### src/rtl/mem_arbiter.sv
// Two-port arbiter for a single-port unified memory: cpu and debug/loader requesters
// are serialised through IDLE -> ACCESS -> RESP, with a counter bounding debug starvation.
module mem_arbiter #(
    parameter int AW           = 32,
    parameter int DW           = 32,
    parameter int STARVE_LIMIT = 4
) (
    input  logic          clk,
    input  logic          reset_n,
    input  logic          cpu_req,
    input  logic          cpu_we,
    input  logic [AW-1:0] cpu_addr,
    input  logic [DW-1:0] cpu_wdata,
    output logic          cpu_ack,
    output logic [DW-1:0] cpu_rdata,
    input  logic          dbg_req,
    input  logic          dbg_we,
    input  logic [AW-1:0] dbg_addr,
    input  logic [DW-1:0] dbg_wdata,
    output logic          dbg_ack,
    output logic [DW-1:0] dbg_rdata,
    output logic          mem_we,
    output logic [AW-1:0] mem_a,
    output logic [DW-1:0] mem_wd,
    input  logic [DW-1:0] mem_rd
);

    typedef enum logic [1:0] {
        IDLE   = 2'd0,
        ACCESS = 2'd1,
        RESP   = 2'd2
    } state_t;

    localparam logic [3:0] LIMIT = 4'(STARVE_LIMIT);

    state_t        state_r;
    state_t        state_next_s;
    logic [3:0]    starve_r;
    logic [3:0]    starve_next_s;
    logic          we_r;
    logic [AW-1:0] addr_r;
    logic [DW-1:0] wdata_r;
    logic          owner_r;
    logic          grant_s;
    logic          grant_dbg_s;
    logic          cpu_ack_r;
    logic          dbg_ack_r;
    logic [DW-1:0] cpu_rdata_r;
    logic [DW-1:0] dbg_rdata_r;

    // Next-state, winner selection and starvation counter update
    always_comb begin
        state_next_s  = state_r;
        starve_next_s = starve_r;
        grant_s       = 1'b0;
        grant_dbg_s   = 1'b0;
        case (state_r)
            IDLE: begin
                if (cpu_req || dbg_req) begin
                    grant_s      = 1'b1;
                    grant_dbg_s  = dbg_req && (!cpu_req || (starve_r == LIMIT));
                    state_next_s = ACCESS;
                end else begin
                    state_next_s = IDLE;
                end
                // A dbg grant or an absent dbg request both reset the starvation history
                if (!dbg_req || grant_dbg_s) begin
                    starve_next_s = 4'd0;
                end else if (grant_s && (starve_r != LIMIT)) begin
                    starve_next_s = starve_r + 4'd1;
                end else begin
                    starve_next_s = starve_r;
                end
            end
            ACCESS:  state_next_s = RESP;
            RESP:    state_next_s = IDLE;
            default: state_next_s = IDLE;
        endcase
    end

    // State, latched request, acks and per-port read data registers
    always_ff @(posedge clk) begin
        if (!reset_n) begin
            state_r     <= IDLE;
            starve_r    <= 4'd0;
            we_r        <= 1'b0;
            addr_r      <= '0;
            wdata_r     <= '0;
            owner_r     <= 1'b0;
            cpu_ack_r   <= 1'b0;
            dbg_ack_r   <= 1'b0;
            cpu_rdata_r <= '0;
            dbg_rdata_r <= '0;
        end else begin
            state_r  <= state_next_s;
            starve_r <= starve_next_s;
            if (grant_s) begin
                owner_r <= grant_dbg_s;
                we_r    <= grant_dbg_s ? dbg_we : cpu_we;
                addr_r  <= grant_dbg_s ? {dbg_addr[AW-1:2], 2'b00} : {cpu_addr[AW-1:2], 2'b00};
                wdata_r <= grant_dbg_s ? dbg_wdata : cpu_wdata;
            end
            cpu_ack_r <= (state_r == ACCESS) && !owner_r;
            dbg_ack_r <= (state_r == ACCESS) && owner_r;
            if ((state_r == ACCESS) && !we_r) begin
                if (owner_r) begin
                    dbg_rdata_r <= mem_rd;
                end else begin
                    cpu_rdata_r <= mem_rd;
                end
            end
        end
    end

    // Write enable is gated by reset combinationally so an aborted access never writes
    assign mem_we    = (state_r == ACCESS) && we_r && reset_n;
    assign mem_a     = addr_r;
    assign mem_wd    = wdata_r;
    assign cpu_ack   = cpu_ack_r;
    assign dbg_ack   = dbg_ack_r;
    assign cpu_rdata = cpu_rdata_r;
    assign dbg_rdata = dbg_rdata_r;

endmodule

### config.mk
export PLATFORM = sky130hd
export DESIGN_NAME = mem_arbiter
export DESIGN_NICKNAME = d
export VERILOG_FILES = /design/src/rtl/mem_arbiter.sv
export SDC_FILE = /design/constraint.sdc
export NUM_CORES = 1
export LEC_CHECK = 0
export BUFFER_PORTS_ARGS = -buffer_cell sky130_fd_sc_hd__buf_2
export CORE_ASPECT_RATIO = 1.5
export CORE_MARGIN = 4
export CORE_UTILIZATION = 45
export DETAILED_ROUTE_END_ITERATION = 12
export HOLD_SLACK_MARGIN = 0.05
export PLACE_DENSITY = 0.8
export SLEW_MARGIN = 15
export SYNTH_ARGS = -nofsm -noshare
export SYNTH_HDL_FRONTEND = slang
export SYNTH_SLANG_ARGS = --single-unit
### constraint.sdc
create_clock -name clk -period 2.4 [get_ports clk]
set_input_delay 0.24 -clock clk [delete_from_list [all_inputs] [get_ports clk]]
set_output_delay 0.24 -clock clk [all_outputs]
set_load 0.01 [all_outputs]
Word level (Yosys, flattened, before mapping)
Index checks and enable logic that the tools add are counted.
- logic and storage cells: 47
- RAM bits: 0
- memories kept: 0
- input bits: 166
- output and inout port bits: 131
- ROM bits: 0
- bits in latches: 0
- bits in registers: 138
- multiply operators: 0
- bitwise logic cells: 1
- multiplexer cells: 13
- equality and inequality tests: 3
- shifts and indexed selects: 0
- divide/modulo/power cells: 0
- order comparisons: 0
- $add $sub $neg: 1
- reduce and logical (&&, ||, !) cells: 19
- operators by type and width (kind ; number):
    $mux 32 ; 2
    $mux 1 ; 8
    $mux 4 ; 2
    $logic_and 1x1->1 ; 7
    $reduce_and 2->1 ; 3
    $add 4x1->4 const B ; 1
    $eq 4x3->1 const B ; 1
    $logic_not 1->1 ; 4
    $ne 4x3->1 const B ; 1
    $pmux 2 s2 ; 1
    $logic_or 1x1->1 ; 3
    $eq 2x1->1 const B ; 1
    $logic_not 2->1 ; 1
    $reduce_bool 2->1 ; 1
    $not 1->1 ; 1

Depth between registers and ports, before layout
Gate-level depths: netlist (run 1).
- depth after elaboration: 8
- depth in mapped cells: 8
- gate-level depth less buffers: 6

Worst setup path after synthesis (run 1)
No wires, ideal clock.
- kind: register -> register
- from: reg starve_r[0]
- to: reg addr_r[10] (netlist: mem_a[10])
- slack: 615 ps
- data required time: 2282 ps
- arrival: 1666 ps
- period minus slack after synthesis: 1785 ps
- cell stages (with the launch flop): 9
- path buffers: 2
- setup time: 118 ps
- path through: dfxtp_1 inv_1 ha_1 nand3b_1 a2111oi_2 buf_6 buf_12 mux2i_1 o2bb2ai_2
- longest elaborated chain between the ends: 7
- ends and longest elaborated chain (item ; RTL line ; RTL):
    start: declaration ; 38 ; logic [3:0] starve_r;
    start signal: assignment ; 96 ; starve_r <= starve_next_s;
    $eq 4x3->1 ; 61 ; grant_dbg_s = dbg_req && (!cpu_req || (starve_r == LIMIT));
    $logic_or 1x1->1 ; 61 ;
    $logic_and 1x1->1 ; 61 ;
    $mux 1 ; 59 ; if (cpu_req || dbg_req) begin
    $mux 1 (2 in series) ; 57 ; case (state_r)
    $mux 32 ; 100 ; addr_r <= grant_dbg_s ? {dbg_addr[AW-1:2], 2'b00} : {cpu_addr[AW-1:2], 2'b00};
    end signal: assignment ; 100 ;
    end: declaration ; 41 ; logic [AW-1:0] addr_r;
No other way between the ends. The select of a mux whose other input is x is not followed.
A chain may end at the register's enable or synchronous reset.

Worst setup path in the final report (run 1)
- from: reg starve_r[0]
- to: reg wdata_r[13] (netlist: mem_wd[13])
- longest elaborated chain between the ends: 7
- ends and longest elaborated chain (item ; RTL line ; RTL):
    $eq 4x3->1 ; 61 ;
    $logic_or 1x1->1 ; 61 ;
    $logic_and 1x1->1 ; 61 ;
    $mux 1 ; 59 ;
    $mux 1 (2 in series) ; 57 ;
    $mux 32 ; 101 ; wdata_r <= grant_dbg_s ? dbg_wdata : cpu_wdata;
    end signal: assignment ; 101 ;
    end: declaration ; 42 ; logic [DW-1:0] wdata_r;
No other way between the ends. The select of a mux whose other input is x is not followed.

==> flow_summary.toml, run 1 <==
[finish]
area_delta_synth_final_pct = 37.10
drive_gt1_share_pct = 47.59
num_antenna_cells = 0
layout_common_cells = "buf_2, dfxtp_1, nand2_1, mux2i_1"
final_util_pct = 62.50
fin_cells = 986
num-fill-cells = 1080
final_common_cell = "buf_2"
nets = 985

[cts]
cts_buffer_depth = 2
cts_max_level = 4
worstSkewPairLatency_ns = 0.40
cts_resized = 0
numCtsBuffers = 17
ctsHoldBuffers = 0
cts_tree = "built"
post_cts_buffers = 0
cts.sinks = 136
cts.clk_slew.worst_paths_ns = 0.06
clockRootBuffer = "clkbuf_16"

[floorplan]
row_count = 50
die_area_mm2 = 0.01451
pin_count = 297
die_w_um = 99.70
die_y_um = 145.5
start_util_pct = 45.59
core-area_mm2 = 0.01245

[sta]
hold_viol = 0
min_period_ns = 2.102
fin_tns_setup_ns = 0
rsz0062_at_grt = "no"
setup_viol = 0
slew_headroom_pct = 58.04
tightest_slew_ns = 0.6294
max_freq_ghz = 0.4757
slew_viol_final = 0
finalCritPeriodShare_pct = 87.59
finClkSkew_ns = 0.007625

[synthesis]
synth_seq_cells = 136
ys_async_sr_fraction_pct = 0
syn_area_mm2 = 0.005675
synth-main-ff-cell = "dfxtp_1"
ys_seq_area_share_pct = 47.97
synthCells = 540
yosysWarnings = 0
synth-edff-count = 0
synth_cell_types = 32
syn-mean-instance-area_um2 = 10.51

[drt]
drt-initial-drc-count = 65
antenna_left = 0
wirelength_um = 15060
drc = 0
viasPerCell = 4.987
first_pass_iters = 4
dr_total_vias = 4917
wl_per_cell_um = 15.27

[global_routing]
globalRoute.totalOverflow = 0
grt_pass1_wl_um = 24010
antenna_found_initial = 0
grtUsageTotal_pct = 20.22
grt_max_degree = 64
grt_pass1_vias = 4929

[worst_setup_path]
cpMaxStageDelayCell = "a2111oi_4"
worstPathMaxFanout = 26
ff2ff_setup_slack_ns = 0.30
critPathTopFamily = "compound AO/OA/AOI/OAI gates"
start_kind = "flop"
max_stage_delay_ns = 0.44
worst_ep_required_time_ns = 2.68
worst-setup-path-type = "reg -> reg"
end_kind = "flop"
path_common_cell = "buf_12"
cp.buffers_inverters = 3
worstPathCellList = "inv_1 > ha_1 > nand3b_1 > a2111oi_4 > buf_12 > buf_12 > mux2i_1 > o2bb2ai_2"
crit_arrival_ns = 2.38

[place]
place_inst = 954
hpwl_um = 11350
gp_congestion = 0.8165
io_buffers = 290

[hold_path]
hp-class = "in -> reg"

[pwr]
finalPower_w = 0.006020
vdd_drop_max_uv = 479.2
p_leak_nw = 3.477
power_density_mw_per_mm2 = 773.7

[job]
max_cap_violations = 0

[outcome]
outcome = "complete, no violations"
==> per-layer routing <==
metal / track usage (%) / part of all wire, %
met5: 0 / 0
met1: 21.16 / 37
met2: 36.90 / 53
met3: 6.715 / 8.7
met4: 7.177 / 2.1
==> area by class of cell <==
class,instances,area (µm²),share of cell area (%)
Sequential cell,136,2723,34.99
Multi-Input combinational cell,356,2644,33.98
Timing Repair Buffer,301,1597,20.52
Clock buffer,19,432.9,5.564
Tap cell,156,195.2,2.508
Clock inverter,13,171.4,2.203
Inverter,5,18.77,0.2412
==> kinds of logic after synthesis <==
kind of cell             synth area share [%]
AO/OA/AOI/OAI                           23.39
adder cells (fa/ha/maj)                0.4408
buffers and inverters                   6.041
flip-flops                              47.97
multiplexers                            11.11
other                                 0.06607
AND/OR/NAND/NOR                         10.98
==> tightest hold or removal path: stages <==
cell and delay, ns:
buf_2 0.10, nand2_1 0.05, a21oi_1 0.05
==> report_power, final <==
group	switching, W	total [W]	internal (W)
sequential	0.0000961	0.00251	0.00241
combinational	0.000479	0.000870	0.000392
clock	0.000993	0.00264	0.00165
==> Yosys cell counts (2+ instances only) <==
| cell | n | area, µm² |
|---|---|---|
| inv_1 | 4 | 15.01 |
| o21ai_0 | 3 | 15.01 |
| a21boi_1 | 2 | 15.01 |
| buf_2 | 10 | 50.05 |
| nor2_1 | 2 | 7.510 |
| ha_1 | 2 | 25.02 |
| nand2_1 | 131 | 491.7 |
| dfxtp_1 | 136 | 2723 |
| a21oi_1 | 59 | 295.3 |
| buf_12 | 6 | 120.1 |
| a21boi_0 | 5 | 37.54 |
| and2_1 | 3 | 18.77 |
| nand4_1 | 2 | 12.51 |
| nor3b_1 | 2 | 15.01 |
| mux2i_1 | 63 | 630.6 |
| o2bb2ai_2 | 59 | 885.9 |
| o21a_1 | 2 | 15.01 |
| nand3_1 | 3 | 15.01 |
| nor2b_1 | 4 | 25.02 |
| buf_4 | 11 | 82.58 |
| nand3b_1 | 2 | 15.01 |
| o2bb2ai_1 | 4 | 35.03 |
| clkbuf_1 | 16 | 60.06 |
==> flip-flops by register name (all words and copies together), names as in the netlist <==
| signal | cells |
|---|---|
| cpu_rdata | 32 |
| dbg_rdata | 32 |
| mem_wd | 32 |
| mem_a | 30 |
| starve_r | 4 |
| state_r | 2 |
| cpu_ack | 1 |
| dbg_ack | 1 |
| owner_r | 1 |
| we_r | 1 |
==> per-stage QoR <==
step,hold WS (ns),setup WS (ns),instance area [µm²]
floorplan,0.3748,0.6154,5679
finish,0.08426,0.2978,7781
global placement,0.4380,0.3674,7177
detailed placement,0.4430,0.2904,7177
global route,0.06509,0.1593,7781
CTS,0.06506,0.2843,7781
==> final timing paths <==
path / start / to / cells past startpoint
setup / recovery: starve_r[0]$_SDFFE_PN0P_ / mem_wd[13]$_SDFFE_PN0P_ / 8
hold / removal: mem_rd[19] / dbg_rdata[19]$_SDFFE_PN0P_ / 3
setup reg to reg: starve_r[0]$_SDFFE_PN0P_ / mem_wd[13]$_SDFFE_PN0P_ / 8
hold reg to reg: dbg_rdata[7]$_SDFFE_PN0P_ / dbg_rdata[7]$_SDFFE_PN0P_ / 2
Note: power is estimated with default switching activity, not from simulation.
==> run 2: changes to the inputs <==
--- a/config.mk
+++ b/config.mk
@@ -6,12 +6,13 @@
 export NUM_CORES = 1
 export LEC_CHECK = 0
 export BUFFER_PORTS_ARGS = -buffer_cell sky130_fd_sc_hd__buf_2
-export CORE_ASPECT_RATIO = 1.5
-export CORE_MARGIN = 4
-export CORE_UTILIZATION = 45
+export CORE_AREA = 2 2 117 119
+export CTS_BUF_LIST = sky130_fd_sc_hd__clkbuf_4 sky130_fd_sc_hd__clkbuf_8
 export DETAILED_ROUTE_END_ITERATION = 12
+export DIE_AREA = 0 0 119 121
+export GPL_ROUTABILITY_DRIVEN = 1
 export HOLD_SLACK_MARGIN = 0.05
-export PLACE_DENSITY = 0.8
+export PLACE_DENSITY = 0.77
 export SLEW_MARGIN = 15
 export SYNTH_ARGS = -nofsm -noshare
 export SYNTH_HDL_FRONTEND = slang
==> run 2 against run 1 <==
Effect of this change:
- clock skew up 0.0026 ns
- critical path depth down 1
- first-iteration DRC count rose to 3.4 times the previous value
- final cell count up 5.1%
- core utilization down 2.5 points
==> flow_summary.toml, run 2 (synthesis results as in run 1) <==
[global_routing]
grt_pass1_wl_um = 24400
antenna_found_initial = 1
grtUsageTotal_pct = 21.47
grt_max_degree = 61
globalRoute.totalOverflow = 0
grt_pass1_vias = 5027

[sta]
slew_viol_final = 0
hold_viol = 0
setup_viol = 0
slew_headroom_pct = 53.64
finalCritPeriodShare_pct = 88.03
setup_ws_ns = 0.2874
min_period_ns = 2.113
rsz0062_at_grt = "no"
fin_tns_setup_ns = 0
max_freq_ghz = 0.4733
finClkSkew_ns = 0.01026
tightest_slew_ns = 0.6939

[pwr]
power_density_mw_per_mm2 = 655.2
p_leak_nw = 3.487
finalPower_w = 0.005142
vdd_drop_max_uv = 411.1

[cts]
numCtsBuffers = 17
clockRootBuffer = "clkbuf_8"
cts_tree = "built"
cts_buffer_depth = 2
worstSkewPairLatency_ns = 0.43
cts.clk_slew.worst_paths_ns = 0.08
cts_max_level = 4
cts_resized = 0
cts.sinks = 136

[place]
io_buffers = 290
post_dp_cell_area_mm2 = 0.007162
dp_slack_ns = 0.3272
hpwl_um = 10820
gp_congestion = 0.7935

[finish]
drive_gt1_share_pct = 45.93
area_delta_synth_final_pct = 38.27
final_common_cell = "buf_2"
multi_input_area_mm2 = 0.002644
nets = 1015
num_antenna_cells = 0
design_area_mm2 = 0.007848
regArea_mm2 = 0.002723
final_util_pct = 59.97
num-fill-cells = 1100
layout_common_cells = "buf_2, dfxtp_1, nand2_1, mux2i_1"

[drt]
dr_total_vias = 5035
viasPerCell = 4.860
first_pass_iters = 4
wirelength_um = 15410
drc = 0
drt-initial-drc-count = 220
wl_per_cell_um = 14.87
antenna_left = 0

[floorplan]
die_y_um = 121
core-area_mm2 = 0.01309
die_w_um = 119
pin_count = 297
row_count = 42
start_util_pct = 43.37
die_area_mm2 = 0.01440

[worst_setup_path]
crit_arrival_ns = 2.42
max_stage_delay_ns = 0.46
start_kind = "flop"
cpMaxStageDelayCell = "a2111oi_4"
worstPathCellList = "inv_1 > ha_1 > nand3b_1 > a2111oi_4 > buf_12 > mux2i_1 > o2bb2ai_1"
worstPathMaxFanout = 50
worst_ep_required_time_ns = 2.71
end_kind = "flop"
worst-setup-path-type = "reg -> reg"

[hold_path]
hp-class = "in -> reg"

[outcome]
outcome = "complete, no violations"

[job]
max_cap_violations = 0
run 2: cell types whose count changed in the layout (fill, tap and decap cells not counted), sizes merged:
cell / delta
dlygate4sd3: +32
buf: -2
bufinv: -2
clkinvlp: +2
inv: -2
clkbuf: +1
clkinv: +1
run 2: per-layer routing:
layer | track usage, % | wire (µm) | vias up | part of all wire [%]
met1 | 23.03 | 6030 | 2313 | 39
met2 | 37.93 | 7848 | 203 | 51
met3 | 7.801 | 1225 | 22 | 8.0
met4 | 9.449 | 289 | 2 | 1.9
li1 | - | - | 2495 | -
met5 | 0 | 13 | - | 0.084
run 2: repair_timing:
action | 4_1_cts | 5_1_grt
setup endpoints to repair | 0 | 0
hold buffers | 32 | 0
endpoints found under the hold margin | 60 | 0
buffers inserted | 0 | 0
run 2: final timing paths:
path	slack, ns	from	cells after the start	endpoint
hold reg to reg	0.45	cpu_rdata[8]$_SDFFE_PN0P_	2	cpu_rdata[8]$_SDFFE_PN0P_
hold / removal	0.10	cpu_wdata[24]	3	mem_wd[24]$_SDFFE_PN0P_
setup / recovery	0.29	starve_r[0]$_SDFFE_PN0P_	7	mem_wd[1]$_SDFFE_PN0P_
setup reg to reg	0.29	starve_r[0]$_SDFFE_PN0P_	7	mem_wd[1]$_SDFFE_PN0P_
run 2: report_power, final:
part	internal (W)	switching (W)	total, W
logic	0.000418	0.000486	0.000904
clock network	0.000863	0.000869	0.00173
registers	0.00241	0.0000980	0.00251
run 2: per-stage QoR:
step / cells / hold slack, ns
after floorplan: 541 / 0.3748
after global placement: 972 / 0.4365
after detailed placement: 972 / 0.4432
after CTS: 1036 / 0.05995
after global routing: 1036 / 0.07038
final: 1036 / 0.1041
run 2: critical path: cells and delay by family (launching register included):
kind / cells / cell delay [ns]
AOI/OAI and AO/OA: 2 / 0.57
buffers and inverters: 2 / 0.42
adders and majority gates: 1 / 0.14
DFF: 1 / 0.34
muxes: 1 / 0.33
and+or+nand+nor: 1 / 0.14
run 2: layout make-up:
class	count	area share (%)
Sequential cell	136	34.69
Multi-Input combinational cell	356	33.69
Timing Repair Buffer	331	23.92
Clock buffer	20	3.348
Tap cell	176	2.806
Clock inverter	12	1.307
Inverter	5	0.2392
==> run 3: changes to the inputs <==
--- a/config.mk
+++ b/config.mk
@@ -13,6 +13,7 @@
 export GPL_ROUTABILITY_DRIVEN = 1
 export HOLD_SLACK_MARGIN = 0.05
 export PLACE_DENSITY = 0.77
+export SETUP_SLACK_MARGIN = 0.5
 export SLEW_MARGIN = 15
 export SYNTH_ARGS = -nofsm -noshare
 export SYNTH_HDL_FRONTEND = slang
==> run 3 against run 2 <==
Effect of this change:
- first-iteration DRC count rose by 12%
- critical path depth increased by 1
- combinational power up 19%
- sequential share of layout area down 2.2 points
- non-clock buffer count increased by 6
- wire length rose by 13%
- clock-buffer cell count stayed put
- worst setup slack better by 0.14 ns
- cell area rose by 6.9%
- final cell count up 0.68%
- critical path type unchanged
- largest cell class is now multi-input combinational cells
- largest power group unchanged
- highest routed layer is now met4
==> flow_summary.toml, run 3 (synthesis results as in run 1) <==
[hold_path]
hp-class = "in -> reg"
min_from = "dbg_wdata[9]"
worstHoldEndpoint = "mem_wd[9]$_SDFFE_PN0P_"
hold-path-cell-count = 3

[global_routing]
grt_pass1_vias = 5155
grt_pass1_wl_um = 25260
antenna_found_initial = 1
grtUsageTotal_pct = 22.31
globalRoute.totalOverflow = 0
grt_max_degree = 61

[finish]
num_antenna_cells = 0
nets = 1022
area_delta_synth_final_pct = 47.77
multi_input_area_mm2 = 0.003027
num-fill-cells = 1000
final_common_cell = "buf_2"
layout_common_cells = "buf_2, dfxtp_1, nand2_1, o2bb2ai_2, a21oi_1"
design_area_mm2 = 0.008387
regArea_mm2 = 0.002725
drive_gt1_share_pct = 51.90
fin_cells = 1043

[pwr]
finalPower_w = 0.005328
power_density_mw_per_mm2 = 635.3
vdd_drop_max_uv = 409.2
p_leak_nw = 3.622

[cts]
worstSkewPairLatency_ns = 0.43
cts.sinks = 136
cts.clk_slew.worst_paths_ns = 0.08
clockRootBuffer = "clkbuf_8"
numCtsBuffers = 17
cts_max_level = 4
cts_tree = "built"
cts_buffer_depth = 2

[sta]
rsz0062_at_grt = "yes"
max_freq_ghz = 0.5060
finalCritPeriodShare_pct = 82.34
finClkSkew_ns = 0.01096
tightest_slew_ns = 0.7268
hold_viol = 0
slew_headroom_pct = 51.33
setup_ws_ns = 0.4238
min_period_ns = 1.976
fin_tns_setup_ns = 0
slew_viol_final = 0
setup_viol = 0

[floorplan]
start_util_pct = 43.37
die_area_mm2 = 0.01440
pin_count = 297
die_y_um = 121
core-area_mm2 = 0.01309
die_w_um = 119
row_count = 42

[place]
post_dp_cell_area_mm2 = 0.007162
hpwl_um = 10820
io_buffers = 290
gp_congestion = 0.7935
place_inst = 972
dp_slack_ns = 0.3272

[worst_setup_path]
path_depth = 8
r2r_cells = 8
worstPathCellList = "inv_2 > ha_1 > nand3b_1 > a2111oi_4 > buf_6 > clkbuf_16 > mux2i_1 > o2bb2ai_2"
max_stage_delay_ns = 0.34
start_kind = "flop"
cp.buffers_inverters = 3
r2r_start = "starve_r[0]$_SDFFE_PN0P_"
ff2ff_setup_slack_ns = 0.42
cpMaxStageDelayCell = "dfxtp_2"
regToRegEndpoint = "mem_wd[26]$_SDFFE_PN0P_"
worst_ep_required_time_ns = 2.73
crit_arrival_ns = 2.30
end_kind = "flop"
critPathTopFamily = "buffers and inverters"
worst-setup-path-type = "reg -> reg"
worstPathMaxFanout = 12

[drt]
drc = 0
dr.max_layer_used = "met4"
wl_met1_um = 6496
antenna_left = 0
first_pass_iters = 4
wl_per_cell_um = 16.73
dr_total_vias = 5235
dr_wl_met3_um = 1450
wl_met2_um = 8957
drt-initial-drc-count = 247
wirelength_um = 17450
viasPerCell = 5.019

[outcome]
outcome = "complete, no violations"

[job]
max_cap_violations = 0
## run 3: how the worst max path moves through the flow
stage	from	end	slack [ns]
6_report	starve_r[0]$_SDFFE_PN0P_	mem_wd[26]$_SDFFE_PN0P_	0.42
5_1_grt	starve_r[0]$_SDFFE_PN0P_	mem_wd[26]$_SDFFE_PN0P_	0.34
3_3_place_gp	starve_r[0]$_SDFFE_PN0P_	mem_wd[1]$_SDFFE_PN0P_	0.34
4_1_cts	starve_r[0]$_SDFFE_PN0P_	mem_wd[1]$_SDFFE_PN0P_	0.47
3_5_place_dp	starve_r[0]$_SDFFE_PN0P_	mem_wd[1]$_SDFFE_PN0P_	0.33
2_1_floorplan	starve_r[0]$_SDFFE_PN0P_	mem_a[10]$_SDFFE_PN0P_	0.62
## run 3: through the flow
step | hold WS [ns] | util, %
2_1_floorplan | 0.3748 | -
3_3_place_gp | 0.4365 | 54.73
3_5_place_dp | 0.4432 | 54.73
4_1_cts | 0.05995 | 60.94
5_1_grt | 0.05663 | 64.09
6_report | 0.08734 | 64.09
## run 3: cell type report
| cell class | count | area share (%) |
|---|---|---|
| Timing Repair Buffer | 337 | 24.21 |
| Clock inverter | 12 | 1.223 |
| Sequential cell | 136 | 32.49 |
| Inverter | 5 | 0.2238 |
| Tap cell | 176 | 2.626 |
| Multi-Input combinational cell | 357 | 36.09 |
| Clock buffer | 20 | 3.133 |
## run 3: power breakdown
group / internal [W] / total (W) / leakage (nW) / switching [W]
Combinational: 0.000513 / 0.00108 / 2.33 / 0.000562
Clock: 0.000862 / 0.00174 / 0.182 / 0.000879
Sequential: 0.00241 / 0.00251 / 1.11 / 0.000103
## run 3: worst min-delay path, cell delays in order
cell and delay (ns):
buf_2 0.10, mux2i_4 0.06, o2bb2ai_2 0.09
## run 3: what timing repair did
item                       in CTS  in global routing
setup buffers                   1                  0
gates resized for setup        15                 62
pin swaps                       1                  7
gates cloned                    3                  3
hold buffers                   32                  0
setup endpoints to repair      64                 79
hold endpoints to repair       60                  0
## run 3: metal layers
| layer | track usage [%] | up-vias |
|---|---|---|
| met5 | 0 | - |
| met4 | 9.449 | 0 |
| met3 | 7.895 | 39 |
| met2 | 39.91 | 244 |
| met1 | 23.81 | 2440 |
| li1 | - | 2512 |
